--- config.mk ---
export PLATFORM = sky130hd
export DESIGN_NAME = cmn_sram_fifo_ctrl
export DESIGN_NICKNAME = d
export VERILOG_FILES = /design/src/rtl/cmn_sram_fifo_ctrl_pkg.sv /design/src/rtl/cmn_sram_fifo_ctrl_obuf.sv /design/src/rtl/cmn_sram_fifo_ctrl.sv
export SDC_FILE = /design/constraint.sdc
export NUM_CORES = 1
export LEC_CHECK = 0
export ABC_AREA = 1
export CORE_MARGIN = 8
export CORE_UTILIZATION = 49
export DETAILED_ROUTE_END_ITERATION = 16
export GPL_ROUTABILITY_DRIVEN = 0
export PLACE_DENSITY = 0.86
export SYNTH_ARGS = -nofsm -noshare
export SYNTH_HDL_FRONTEND = slang
export SYNTH_HIERARCHICAL = 1
export SYNTH_SLANG_ARGS = --single-unit
--- constraint.sdc ---
create_clock -name clk -period 11.9 [get_ports clk]
set_clock_uncertainty 0.1 [all_clocks]
set_input_delay 1.19 -clock clk [delete_from_list [all_inputs] [get_ports clk]]
set_output_delay 1.19 -clock clk [all_outputs]
set_load 0.02 [all_outputs]
--- src/rtl/cmn_sram_fifo_ctrl_pkg.sv ---
// Shared constants and helpers for the SRAM-backed val/rdy FIFO controller.
package cmn_sram_fifo_ctrl_pkg;

  localparam int unsigned c_obuf_depth     = 2;
  localparam int unsigned c_obuf_cnt_nbits = $clog2(c_obuf_depth + 1);

  // Width of the occupancy count: SRAM entries plus the two output-buffer slots, inclusive.
  function automatic int unsigned count_nbits(input int unsigned n);
    return $clog2(n + 3);
  endfunction

endpackage

--- src/rtl/cmn_sram_fifo_ctrl_obuf.sv ---
// Two-entry register queue that absorbs SRAM read latency in front of the consumer.
module cmn_sram_fifo_ctrl_obuf
  import cmn_sram_fifo_ctrl_pkg::*;
#(
  parameter int unsigned p_msg_nbits = 32
) (
  input  logic                        clk,
  input  logic                        reset,
  input  logic                        push,
  input  logic [p_msg_nbits-1:0]      push_data,
  input  logic                        pop,
  output logic [p_msg_nbits-1:0]      head,
  output logic                        full,
  output logic                        empty,
  output logic [c_obuf_cnt_nbits-1:0] cnt
);

  logic [p_msg_nbits-1:0] entry0;
  logic [p_msg_nbits-1:0] entry1;
  logic                   pop_ok;
  logic                   push_ok;

  always_comb begin
    empty   = (cnt == '0);
    full    = (cnt == c_obuf_cnt_nbits'(c_obuf_depth));
    head    = entry0;
    pop_ok  = pop && !empty;
    // A push into a full queue is only accepted as pop-then-refill.
    push_ok = push && (!full || pop_ok);
  end

  always_ff @(posedge clk) begin
    if (reset) begin
      cnt <= '0;
    end else begin
      case ({push_ok, pop_ok})
        2'b10: begin
          if (cnt == '0) entry0 <= push_data;
          else           entry1 <= push_data;
          cnt <= cnt + c_obuf_cnt_nbits'(1);
        end
        2'b01: begin
          entry0 <= entry1;
          cnt    <= cnt - c_obuf_cnt_nbits'(1);
        end
        2'b11: begin
          if (cnt == c_obuf_cnt_nbits'(1)) begin
            entry0 <= push_data;
          end else begin
            entry0 <= entry1;
            entry1 <= push_data;
          end
        end
        default: ;
      endcase
    end
  end

endmodule

--- src/rtl/cmn_sram_fifo_ctrl.sv ---
// Val/rdy FIFO controller using an external 1rw synchronous SRAM as storage.
// Define CMN_SRAM_FIFO_CTRL_COUNT_EN to expose the occupancy count port.
module cmn_sram_fifo_ctrl
  import cmn_sram_fifo_ctrl_pkg::*;
#(
  parameter  int unsigned p_msg_nbits   = 32,
  parameter  int unsigned p_num_entries = 16,
  localparam int unsigned c_addr_nbits  = $clog2(p_num_entries),
  localparam int unsigned c_data_nbytes = (p_msg_nbits + 7) / 8
) (
  input  logic                     clk,
  input  logic                     reset,
  input  logic                     recv_val,
  output logic                     recv_rdy,
  input  logic [p_msg_nbits-1:0]   recv_msg,
  output logic                     send_val,
  input  logic                     send_rdy,
  output logic [p_msg_nbits-1:0]   send_msg,
  output logic                     sram_read_en,
  output logic [c_addr_nbits-1:0]  sram_read_addr,
  input  logic [p_msg_nbits-1:0]   sram_read_data,
  output logic                     sram_write_en,
  output logic [c_data_nbytes-1:0] sram_write_byte_en,
  output logic [c_addr_nbits-1:0]  sram_write_addr,
`ifdef CMN_SRAM_FIFO_CTRL_COUNT_EN
  output logic [p_msg_nbits-1:0]   sram_write_data,
  output logic [count_nbits(p_num_entries)-1:0] count
`else
  output logic [p_msg_nbits-1:0]   sram_write_data
`endif
);

  localparam int unsigned c_cnt_nbits = $clog2(p_num_entries + 1);
  localparam logic [c_addr_nbits-1:0] c_last_addr = c_addr_nbits'(p_num_entries - 1);
  localparam logic [c_cnt_nbits-1:0]  c_full_cnt  = c_cnt_nbits'(p_num_entries);

  logic [c_addr_nbits-1:0]     wr_ptr;
  logic [c_addr_nbits-1:0]     rd_ptr;
  logic [c_cnt_nbits-1:0]      sram_cnt;
  logic                        inflight;

  logic [c_obuf_cnt_nbits-1:0] obuf_cnt;
  logic                        obuf_full;
  logic                        obuf_empty;
  logic                        obuf_push;
  logic [p_msg_nbits-1:0]      obuf_push_data;

  logic rd_issue;
  logic bypass;
  logic recv_xfer;
  logic send_xfer;
  logic wr_issue;

  function automatic logic [c_addr_nbits-1:0] ptr_inc(input logic [c_addr_nbits-1:0] p);
    return (p == c_last_addr) ? '0 : p + c_addr_nbits'(1);
  endfunction

  always_comb begin
    // Reads are issued from registered state only, so a read never depends on send_rdy.
    rd_issue  = (sram_cnt != '0) &&
                ((c_obuf_cnt_nbits'(inflight) + obuf_cnt) < c_obuf_cnt_nbits'(c_obuf_depth));
    bypass    = (sram_cnt == '0) && !inflight && !rd_issue && !obuf_full;
    recv_rdy  = !reset && !rd_issue && (bypass || (sram_cnt < c_full_cnt));
    recv_xfer = recv_val && recv_rdy;
    wr_issue  = recv_xfer && !bypass;

    send_val  = !obuf_empty;
    send_xfer = send_val && send_rdy;

    // Bypass requires !inflight, so the two push sources are mutually exclusive.
    obuf_push      = inflight || (recv_xfer && bypass);
    obuf_push_data = inflight ? sram_read_data : recv_msg;

    sram_read_en       = rd_issue && !reset;
    sram_read_addr     = rd_ptr;
    sram_write_en      = wr_issue;
    sram_write_addr    = wr_ptr;
    sram_write_byte_en = {c_data_nbytes{wr_issue}};
    sram_write_data    = recv_msg;
  end

  always_ff @(posedge clk) begin
    if (reset) begin
      wr_ptr   <= '0;
      rd_ptr   <= '0;
      sram_cnt <= '0;
      inflight <= 1'b0;
    end else begin
      inflight <= sram_read_en;
      if (sram_read_en) rd_ptr <= ptr_inc(rd_ptr);
      if (wr_issue)     wr_ptr <= ptr_inc(wr_ptr);
      case ({wr_issue, sram_read_en})
        2'b10:   sram_cnt <= sram_cnt + c_cnt_nbits'(1);
        2'b01:   sram_cnt <= sram_cnt - c_cnt_nbits'(1);
        default: ;
      endcase
    end
  end

  cmn_sram_fifo_ctrl_obuf #(
    .p_msg_nbits (p_msg_nbits)
  ) u_obuf (
    .clk       (clk),
    .reset     (reset),
    .push      (obuf_push),
    .push_data (obuf_push_data),
    .pop       (send_xfer),
    .head      (send_msg),
    .full      (obuf_full),
    .empty     (obuf_empty),
    .cnt       (obuf_cnt)
  );

`ifdef CMN_SRAM_FIFO_CTRL_COUNT_EN
  localparam int unsigned c_count_nbits = count_nbits(p_num_entries);
  assign count = c_count_nbits'(sram_cnt) + c_count_nbits'(inflight) + c_count_nbits'(obuf_cnt);
`endif

endmodule

### Word-level counts from Yosys, hierarchy flattened

Cells that the tools add are included.

* input port bits: 68
* register bits: 80
* output and inout port bits: 80
* logic and storage cells: 71

* reductions and logical operators: 31
* equality and inequality tests: 12
* magnitude comparators: 2
* bitwise logic cells: 1
* add/sub/neg operators: 7
* multiplexer cells: 11

Operator list (number)
* two-way mux 32 bit: 5
* one-hot mux 32 bit (3 select lines): 1
* one-hot mux 32 bit (2 select lines): 1
* logical AND 1 bit: 13
* one-hot mux 5 bit (2 select lines): 1
* adder 4 x 1 -> 4 bit (second input constant): 2
* equality test 2 bit (second input constant): 4
* equality test 4 bit (second input constant): 2
* two-way mux 4 bit: 2
* equality test 2 x 1 -> 1 bit (second input constant): 3
* zero test 1 bit: 6
* inequality test 2 bit (second input constant): 3
* nonzero test 2 bit: 3
* adder 5 x 1 -> 5 bit (second input constant): 1
* zero test 5 bit: 1
* less-than comparator 5 bit (second input constant): 1
* nonzero test 5 bit: 1
* subtractor 5 x 1 -> 5 bit (second input constant): 1
* one-hot mux 2 bit (2 select lines): 1
* AND reduction 4 bit: 1
* logical OR 1 bit: 3
* AND reduction 3 bit: 1
* nonzero test 3 bit: 1
* adder 1 x 2 -> 2 bit: 1
* 5 further kinds: 5

### Depth between registers and ports, before layout

* word-level depth: 15
* depth in mapped cells: 18
* gate-level depth less buffers: 17

### Modules after synthesis

Netlist, hierarchy kept.

By module, submodules not included
* cmn_sram_fifo_ctrl_obuf: cells each 198, instances 1, sequential area each 1961.9 µm², area an instance 2716.4 µm²
* cmn_sram_fifo_ctrl: cells each 259, instances 1, sequential area each 280.3 µm², area an instance 1521.5 µm²

### Worst setup path before layout

No wires, ideal clock.

* path kind: input port to flip-flop
* from: input reset
* to: register u_obuf.entry1[0], enable pin
* arrival time: 4.236 ns
* setup slack: 7.103 ns
* library setup time: 0.461 ns
* buffers on the path: 1
* stages on the path: 7
* data required time: 11.339 ns
* cell sequence: clkbuf_1 -> inv_2 -> nand4_2 -> o21ai_0 -> nand2_1 -> o21ai_0 -> nor3_1

* longest elaborated chain between the ends: 10
* elaborated cells between the ends (all ways): 14
* classes of those cells: eq/ne (4); bitwise (1); reduce/logical (9)

RTL lines
* start, declared: RTL line cmn_sram_fifo_ctrl.sv:12 `input logic reset,`
* zero test 1 bit (*): RTL line cmn_sram_fifo_ctrl.sv:63 `recv_rdy = !reset && !rd_issue && (bypass || (sram_cnt < c_full_cnt));`
* logical AND 1 bit (*) (2 in a row): RTL line cmn_sram_fifo_ctrl.sv:63
* logical AND 1 bit (*): RTL line cmn_sram_fifo_ctrl.sv:64 `recv_xfer = recv_val && recv_rdy;`
* logical AND 1 bit (*): RTL line cmn_sram_fifo_ctrl.sv:71 `obuf_push = inflight || (recv_xfer && bypass);`
* logical OR 1 bit (*): RTL line cmn_sram_fifo_ctrl.sv:71
* via obuf_push: RTL line cmn_sram_fifo_ctrl.sv:45 `logic obuf_push;`
* logical AND 1 bit (*): RTL line cmn_sram_fifo_ctrl_obuf.sv:29 `push_ok = push && (!full || pop_ok);`
* equality test 2 bit: RTL line cmn_sram_fifo_ctrl_obuf.sv:36 `case ({push_ok, pop_ok})`
* inequality test 2 bit (no source line) or nonzero test 2 bit (tied branches)
* AND reduction 4 bit (no source line) (*)
* end signal, assigned: RTL line cmn_sram_fifo_ctrl_obuf.sv:39 `else entry1 <= push_data;`
* end signal, assigned: RTL line cmn_sram_fifo_ctrl_obuf.sv:51 `entry1 <= push_data;`
* end, declared: RTL line cmn_sram_fifo_ctrl_obuf.sv:19 `logic [p_msg_nbits-1:0] entry1;`

The timed path passes the listed nets; every way through them passes the cells marked *.
A chain may end at the register's enable or synchronous reset.

### Final worst setup path

* from: input reset
* to: output sram_write_byte_en[1]

* longest elaborated chain between the ends: 5

RTL lines
* zero test 1 bit: RTL line cmn_sram_fifo_ctrl.sv:63
* logical AND 1 bit (2 in a row): RTL line cmn_sram_fifo_ctrl.sv:63
* logical AND 1 bit: RTL line cmn_sram_fifo_ctrl.sv:64
* logical AND 1 bit: RTL line cmn_sram_fifo_ctrl.sv:65 `wr_issue = recv_xfer && !bypass;`
* end, declared: RTL line cmn_sram_fifo_ctrl.sv:23 `output logic [c_data_nbytes-1:0] sram_write_byte_en,`

No other way between the ends.

==> metrics.yaml <==
first_pass_iters: 5
p_int_mw: 0.713
mostFrequentLayoutCells: "nand2_1 (154), clkdlybuf4s50_1 (147), edfxtp_1 (64)"
synth_seq_area_share: 0.529
path_clk_slew_ns: 0.08
final_antenna_net_count: 0
regToRegSetupSlack_ns: 8.61
fin_cells: 680
fin_crit_sh: 0.382
reg2reg_depth: 6
hold_class: "flop to flop"
holdPathEnd: "sram_read_addr[0]$_SDFFE_PP0P_"
final_common_cell: "nand2_1"
initial_utilization: 0.496
yosysWarningCount: 6
syn_to_final_growth_pct: 35.3
vias: 3257
cts_setup_buffers: 0
die_area_sq_mm: 0.0119
cts_tree: "done"
busiest_layer: "met2"
first_iter_violations: 143
synth.net_count: 535
grt_use_met3: 0.0491
diodes: 0
p_comb_frac: 0.446
synth_top_family_by_area: "simple AND/OR/NAND/NOR gates"
synth_area_sq_mm: 0.00424
grtUsageMet2: 0.318
drv_slew: 0
muxShareOfSynthArea: 0
yosys.area_share.simple: 0.186
hold_ws_ns: 0.436
pwr_density_cell_mw_per_mm2: 201
gr-total-overflow: 0
h-tree-depth: 3
drc_errors: 0
fin_crit_ns: 4.54
wl_mm: 10.1
cts_made_buffers: 9
drive_gt1_frac: 0.117
worst-slew-pin-transition_ns: 1.01
fp.dieW_um: 109
ys_ff_latch: 80
ir_drop_mv: 0.130
p_switching_mw: 0.440
min_path_cells: 2
power.clock.fraction: 0.192
wl_per_cell_um: 14.9
fin_ws_ns: 7.36
synth_adder_area_share: 0.0313
cts_resized: 0
criticalPathCategory: "input port to output port"
ioPinCount: 148
maxSlewHeadroom: 0.324
die_h_um: 109
core_sq_mm: 0.00855
synth_compound_area_frac: 0.0945
fmax_mhz: 220
pwr-share-seq: 0.362
fillCellCount: 620
layout.nets: 645
max_cap_viol_count: 0
setup_viol: 0
grt_pass1_wl_mm: 15.9
preCtsSetupSlack_ns: 7.35
clock_sinks: 80
dp_hpwl_mm: 7.76
use_met1: 0.176
endpoint_kind: "output port"
hold_buffers: 0
start_kind: "input port"
crit_path_max_fanout: 12
fin_setup_tns_ns: 0
grt_pass1_vias: 3352
via_per_inst: 4.79
place_area_sq_mm: 0.00550
placement.io_buffers: 147
clk-insertion-delay-late_ns: 0.35
rsz0062_at_grt: "false"
antenna_found_initial: 0
rr_endpoint: "u_obuf/entry1[2]$_DFFE_PP_"
regToRegStartpoint: "inflight$_SDFF_PP0_"
critPathArrivalTime_ns: 3.25
postLayoutCellArea_sq_mm: 0.00573
outcome: "completed"
synthesis.instances: 457
finalHoldViolCount: 0
worstPathRequired_ns: 10.61
root_buffer: "clkbuf_8"
grt_max_degree: 65
track_usage: 0.171
p_leak_nw: 2.45
syn-mean-instance-area_sq_um: 9.27
synthXorXnorAreaFrac: 0.0145
clockBufferDepth: 2
sw_frac_of_total: 0.382
synth_cell_types: 27
placed_cells: 664
hold_start: "sram_read_addr[0]$_SDFFE_PP0P_"
placementRows: 34
==> cell families after synthesis <==
logic type / count (synthesis)
adder cells (fa/ha/maj): 10
AND/OR/NAND/NOR: 191
buffers and inverters: 114
AO/OA/AOI/OAI: 55
XOR/XNOR: 7
flip-flops: 80
==> worst max-delay path, stage by stage <==
cell             delay [ns]
clkdlybuf4s50_1        0.68
inv_2                  0.27
nand4_2                0.15
nor2_2                 0.27
clkdlybuf4s50_1        0.68
==> per-stage QoR <==
stage	utilization	power (mW)
final	0.670	1.15
after global routing	0.670	1.23
after CTS	0.670	1.16
after detailed placement	0.644	0.939
after global placement	0.644	0.916
after floorplan	-	0.763
==> Yosys cell counts <==
cell type	number	area, sq um
inv_1	59	221
dfxtp_1	16	320
nand2_1	154	578
nand3_2	1	10.0
nor2_1	13	48.8
nor3_2	1	10.0
a21oi_1	11	55.1
o21ai_2	32	280
inv_2	5	18.8
nor3_1	1	5.00
nand4_2	1	12.5
o21ai_0	10	50.1
nor2_4	1	11.3
edfxtp_1	64	1920
nand3_4	1	17.5
fa_1	1	20.0
xnor2_1	3	26.3
clkbuf_1	7	26.3
a31oi_1	1	6.26
nor2_2	2	12.5
nand2_2	3	18.8
ha_1	9	113
xor2_1	4	35.0
buf_4	37	278
a22o_1	1	8.76
buf_6	6	67.6
nand3_1	13	65.1
==> worst max path at each step <==
stage,startpoint,to,slack [ns],cells after the start
floorplan,reset,u_obuf/entry1[0]$_DFFE_PP_,7.10,7
global placement,reset,sram_write_byte_en[0],7.43,5
detailed placement,reset,sram_write_byte_en[1],7.35,5
CTS,reset,sram_write_byte_en[1],7.33,5
global route,reset,sram_write_byte_en[1],7.14,5
finish,reset,sram_write_byte_en[1],7.36,5
==> layer usage <==
metal | up-vias | share of wire
met5 | - | 0
met4 | 0 | 0.013
met3 | 10 | 0.086
met2 | 127 | 0.51
met1 | 1472 | 0.39
li1 | 1648 | -
==> sequential cells by signal (all words and copies together), names as in the netlist <==
| signal | count |
|---|---|
| inflight | 1 |
| u_obuf/head | 32 |
| sram_cnt | 5 |
| sram_write_addr | 4 |
| u_obuf/cnt | 2 |
| u_obuf/entry1 | 32 |
| sram_read_addr | 4 |
==> final cells by class <==
| type | count | area (sq um) | area share |
|---|---|---|---|
| flip-flops and latches | 80 | 2240 | 0.391 |
| repair buffers | 149 | 1490 | 0.259 |
| multi-input cells | 263 | 1400 | 0.244 |
| inverters | 64 | 240 | 0.0419 |
| well taps | 108 | 135 | 0.0236 |
| clock buffers | 9 | 124 | 0.0216 |
| clock inverters | 7 | 104 | 0.0181 |
==> power groups by stage <==
stage | sequential, mW | clock [mW] | combinational [mW]
after floorplan | 0.464 | 0 | 0.299
after global placement | 0.420 | 0 | 0.496
after detailed placement | 0.422 | 0 | 0.517
after CTS | 0.417 | 0.226 | 0.520
after global routing | 0.423 | 0.236 | 0.570
final | 0.417 | 0.221 | 0.514
Power figures use the tool's default switching activity.
